--- src/rtl/serial_mag_compare.sv ---
// Serial magnitude comparator: folds WIDTH MSB-first one-bit compare slices
// into a registered word result (less / equal / greater) plus an error flag
// for slices that were not exactly one-hot.
module serial_mag_compare #(
    parameter int WIDTH = 8
) (
    input  logic clk,
    input  logic rst,
    input  logic start,
    input  logic bit_valid,
    input  logic lt_in,
    input  logic eq_in,
    input  logic gt_in,
    output logic busy,
    output logic done,
    output logic a_lt_b,
    output logic a_eq_b,
    output logic a_gt_b,
    output logic err
);

    localparam int CNT_W = $clog2(WIDTH + 1);
    localparam logic [CNT_W-1:0] LAST_IDX = CNT_W'(WIDTH - 1);

    typedef enum logic [1:0] {
        IDLE,
        RUN,
        DONE
    } state_t;

    typedef enum logic [1:0] {
        RES_EQ,
        RES_LT,
        RES_GT
    } res_t;

    state_t           state_reg, state_next;
    logic [CNT_W-1:0] cnt_reg, cnt_next;
    res_t             res_reg, res_next;
    logic             decided_reg, decided_next;
    logic             serr_reg, serr_next;
    logic             busy_reg, busy_next;
    logic             done_reg, done_next;
    logic             lt_reg, lt_next;
    logic             eq_reg, eq_next;
    logic             gt_reg, gt_next;
    logic             err_reg, err_next;
    logic             slice_onehot;

    // Exactly one of the three slice flags set: odd parity excluding all-three.
    assign slice_onehot = (lt_in ^ eq_in ^ gt_in) & ~(lt_in & eq_in & gt_in);

    assign busy   = busy_reg;
    assign done   = done_reg;
    assign a_lt_b = lt_reg;
    assign a_eq_b = eq_reg;
    assign a_gt_b = gt_reg;
    assign err    = err_reg;

    // State and output registers; reset clears everything immediately.
    always_ff @(posedge clk or posedge rst) begin
        if (rst) begin
            state_reg   <= IDLE;
            cnt_reg     <= '0;
            res_reg     <= RES_EQ;
            decided_reg <= 1'b0;
            serr_reg    <= 1'b0;
            busy_reg    <= 1'b0;
            done_reg    <= 1'b0;
            lt_reg      <= 1'b0;
            eq_reg      <= 1'b0;
            gt_reg      <= 1'b0;
            err_reg     <= 1'b0;
        end else begin
            state_reg   <= state_next;
            cnt_reg     <= cnt_next;
            res_reg     <= res_next;
            decided_reg <= decided_next;
            serr_reg    <= serr_next;
            busy_reg    <= busy_next;
            done_reg    <= done_next;
            lt_reg      <= lt_next;
            eq_reg      <= eq_next;
            gt_reg      <= gt_next;
            err_reg     <= err_next;
        end
    end

    // Next-state logic: accept a word, fold slices MSB first, publish on the last one.
    always_comb begin
        state_next   = state_reg;
        cnt_next     = cnt_reg;
        res_next     = res_reg;
        decided_next = decided_reg;
        serr_next    = serr_reg;
        busy_next    = busy_reg;
        done_next    = 1'b0;
        lt_next      = lt_reg;
        eq_next      = eq_reg;
        gt_next      = gt_reg;
        err_next     = err_reg;

        case (state_reg)
            IDLE, DONE: begin
                if (start) begin
                    state_next   = RUN;
                    cnt_next     = '0;
                    res_next     = RES_EQ;
                    decided_next = 1'b0;
                    serr_next    = 1'b0;
                    busy_next    = 1'b1;
                end else begin
                    state_next = IDLE;
                    busy_next  = 1'b0;
                end
            end

            RUN: begin
                if (bit_valid) begin
                    cnt_next = cnt_reg + CNT_W'(1);
                    if (!slice_onehot) begin
                        // Malformed slice: counted, but never allowed to decide.
                        serr_next = 1'b1;
                    end else if (!decided_reg) begin
                        // First differing slice from the MSB settles the word.
                        if (gt_in) begin
                            res_next     = RES_GT;
                            decided_next = 1'b1;
                        end else if (lt_in) begin
                            res_next     = RES_LT;
                            decided_next = 1'b1;
                        end
                    end

                    if (cnt_reg == LAST_IDX) begin
                        // Publish including the effect of this final slice.
                        state_next = DONE;
                        busy_next  = 1'b0;
                        done_next  = 1'b1;
                        lt_next    = (res_next == RES_LT);
                        eq_next    = (res_next == RES_EQ);
                        gt_next    = (res_next == RES_GT);
                        err_next   = serr_next;
                    end
                end
            end

            default: begin
                state_next = IDLE;
                busy_next  = 1'b0;
            end
        endcase
    end

endmodule
--- config.mk ---
export PLATFORM = sky130hd
export DESIGN_NAME = serial_mag_compare
export DESIGN_NICKNAME = d
export VERILOG_FILES = /design/src/rtl/serial_mag_compare.sv
export SDC_FILE = /design/constraint.sdc
export NUM_CORES = 1
export LEC_CHECK = 0
export ABC_AREA = 0
export BUFFER_PORTS_ARGS = -buffer_cell sky130_fd_sc_hd__buf_2
export CORE_MARGIN = 2
export CORE_UTILIZATION = 50
export DETAILED_ROUTE_END_ITERATION = 8
export PLACE_DENSITY = 0.76
export SLEW_MARGIN = 20
export SYNTH_ARGS = -nofsm -noshare
export SYNTH_HDL_FRONTEND = slang
export SYNTH_SLANG_ARGS = --single-unit
--- constraint.sdc ---
create_clock -name clk -period 1.8 [get_ports clk]
set_input_delay 0.27 -clock clk [delete_from_list [all_inputs] [get_ports clk]]
set_output_delay 0.27 -clock clk [all_outputs]
set_load 0.005 [all_outputs]
==> results.md <==
* Final Hold Fails at 0
* CP Capture Type: register
* Slew Limit Fails at 0
* Pwr/cell area at 1410 nW/um^2
* Synthesized Nets at 85
* Seq/Total Area, Yosys at 0.481
* Final setup viols at 0
* Sum Neg Setup Slack at 0 ns
* Setup Crit Path Kind: reg2reg
* Gr usage total at 0.195
* First-pass GRT wire length at 2660 um
* Via density at 6.18
* Vias at 643
* Synth area leaders: dfrtp_1 (48%), a211oi_2 (3.2%), ha_1 (3.2%)
* HP Class: in2async
* Sink Count at 15
* Die Ht at 43.5 um
* Final min period at 1.45 ns
* # rows at 14
* CP required at 2.03 ns
* Worst skew pair latency at 0.29 ns
* Syn avg cell area at 10.3 um^2
* Post_cts resized at 0
* CTS max path bufs at 2
* Initial antenna violation count at 0
* Diode count at 0
* Largest net degree at the start of global routing at 16
* Inst Count DP at 100
* Least-Margin Pin Slew at 0.552 ns
* Outcome: finished clean
* Area fraction of the dominant cell type after synthesis at 0.481
* Post-route clock skew at 0.00349 ns
* Nets at 98
* WP data arrival at 1.68 ns
* Worst Path Max Fanout at 11
* Worst vdd ir at 0.720 mV
* H-tree depth at 1
* Yosys reg bits at 15
* Root Buffer: clkbuf_4
* Static leakage at 0.430 nW
* I/O Buffers at 12
* Initial Utilization at 0.524
* First-pass iteration count of the detailed router at 4
* Fillers at 124
* Multi-input gate area at 369 um^2
* Core ar. at 1490 um^2
* Post-CTS Hold Buffers at 0
* Wirelength, routed at 1550 um
* Chip Width at 43.5 um
* GPL Wtd Cong at 0.821
* Synth Instances at 76
* WL per Instance at 14.9 um
* Post-route ant nets at 0
* Syn Std Cell Area at 781 um^2
* Vias in the first global route at 645
* Slowest stage delay, CP at 0.45 ns
* Post-CTS Setup Repair Bufs at 0
* CTS tree: yes
* Yosys cell types at 34
* Fin cells at 104
* Register area at 375 um^2
* RSZ-0062 raised after global routing: false
* Yosys top cell by area: dfrtp_1
* Slowest cell on crit path: or3_1
* Layout cells sized above 1 at 0.227
* CP Launch Type: register
* Boundary Pins at 13
* Synthesis-to-layout area growth at 11.5%
* Max cap viols at 0
* Fin crit share at 0.805
* Cts bufs inserted at 3
* Die area at 1890 um^2
* Initial DRC Count at 16
* DP HPWL at 1150 um
* Slew headroom at 0.632
* Max frequency at 690 MHz
* CTS clk-pin slew, worst paths at 0.09 ns
* Synth warn at 0
* Max reg flops at 4
* DRC errors left at 0
* Worst path cell trace: nand3b_1 > or3_1 > a21boi_1
* Global route overflow at 0
cells by family after synthesis:
family / Yosys count / synth area share
compound gates: 23 / 0.228
simple gates: 26 / 0.202
xor+xnor: 1 / 0.0112
buf+inv: 9 / 0.0465
fa+ha+maj: 2 / 0.0320
flops: 15 / 0.481
final timing paths:
check | slack, ns | to | depth (start not counted) | from
worst max-delay path | 0.35 | cnt_reg[3] | 3 | state_reg[1]
worst min-delay path | 0.006 | done | 2 | rst
worst max register to register | 0.35 | cnt_reg[3] | 3 | state_reg[1]
worst min register to register | 0.51 | serr_reg | 1 | serr_reg
max in group asynchronous | 1.43 | decided_reg | 2 | rst
min in group clk | 0.17 | cnt_reg[2] | 2 | start
where the power goes:
part           leakage, nW  internal [mW]  switching [mW]
Clock               0.0177         0.0828           0.115
Sequential           0.188          0.472           0.113
Combinational        0.224          0.213           0.235
cells in the mapped netlist:
| master | instances |
|---|---|
| o31ai_1 | 2 |
| or3_1 | 2 |
| o41ai_1 | 1 |
| and3b_1 | 2 |
| dfrtp_1 | 15 |
| o21ai_0 | 4 |
| nand3_1 | 4 |
| nand2b_1 | 2 |
| a21o_1 | 1 |
| and2b_1 | 1 |
| nor3b_1 | 1 |
| a211o_1 | 1 |
| a21oi_1 | 3 |
| xor2_1 | 1 |
| nor2_1 | 3 |
| a2111oi_2 | 1 |
| and4bb_2 | 1 |
| o22a_1 | 1 |
| and3_1 | 1 |
| nand3b_1 | 3 |
| o21a_1 | 1 |
| clkbuf_1 | 2 |
| or3b_1 | 1 |
| a32o_1 | 1 |
| o22ai_1 | 1 |
| a21boi_1 | 1 |
| o211ai_1 | 1 |
| inv_1 | 5 |
| a211oi_1 | 1 |
| nand2_1 | 5 |
| buf_2 | 2 |
| a211oi_2 | 2 |
| a21boi_0 | 1 |
| ha_1 | 2 |
layer usage:
| layer | GRT usage | vias to the layer above | share of wire |
|---|---|---|---|
| li1 | - | 305 | - |
| met4 | 0.109 | 0 | 0.014 |
| met5 | 0 | - | 0 |
| met1 | 0.226 | 313 | 0.45 |
| met3 | 0.0583 | 3 | 0.064 |
| met2 | 0.319 | 22 | 0.47 |
layout make-up:
class | instances | area share
Sequential cell | 15 | 0.431
Clock buffer | 3 | 0.0259
Tap cell | 16 | 0.0230
Clock inverter | 1 | 0.00575
Timing Repair Buffer | 12 | 0.0690
Multi-Input combinational cell | 52 | 0.424
Inverter | 5 | 0.0216
critical path, delay by kind of cell, from the launching register on:
| kind | cells | cell delay (ns) |
|---|---|---|
| AND/OR/NAND/NOR | 2 | 0.83 |
| flip-flops | 1 | 0.41 |
| AO/OA/AOI/OAI | 1 | 0.14 |
through the flow:
stage	hold slack [ns]	util	cell area (um^2)	setup slack (ns)	total power, mW
3_3_place_gp	0.349	0.566	843	0.163	1.02
6_report	0.00562	0.585	871	0.351	1.23
4_1_cts	0.0291	0.585	871	0.350	1.23
5_1_grt	0.0277	0.585	871	0.149	1.34
3_5_place_dp	0.346	0.566	843	0.117	1.04
2_1_floorplan	0.171	-	781	0.377	0.904
placed cells by master, fill, tap and decap left out, types with 2 or more instances in the layout:
master,instances
buf_2,12
o31ai_1,2
nand3_1,4
or3_1,2
nand2_1,5
ha_1,2
dfrtp_1,15
and3b_1,2
inv_1,5
nand3b_1,3
a21oi_1,3
nand2b_1,2
nor2_1,3
clkbuf_4,3
a211oi_2,2
o21ai_0,4
Power figures use the tool's default switching activity.
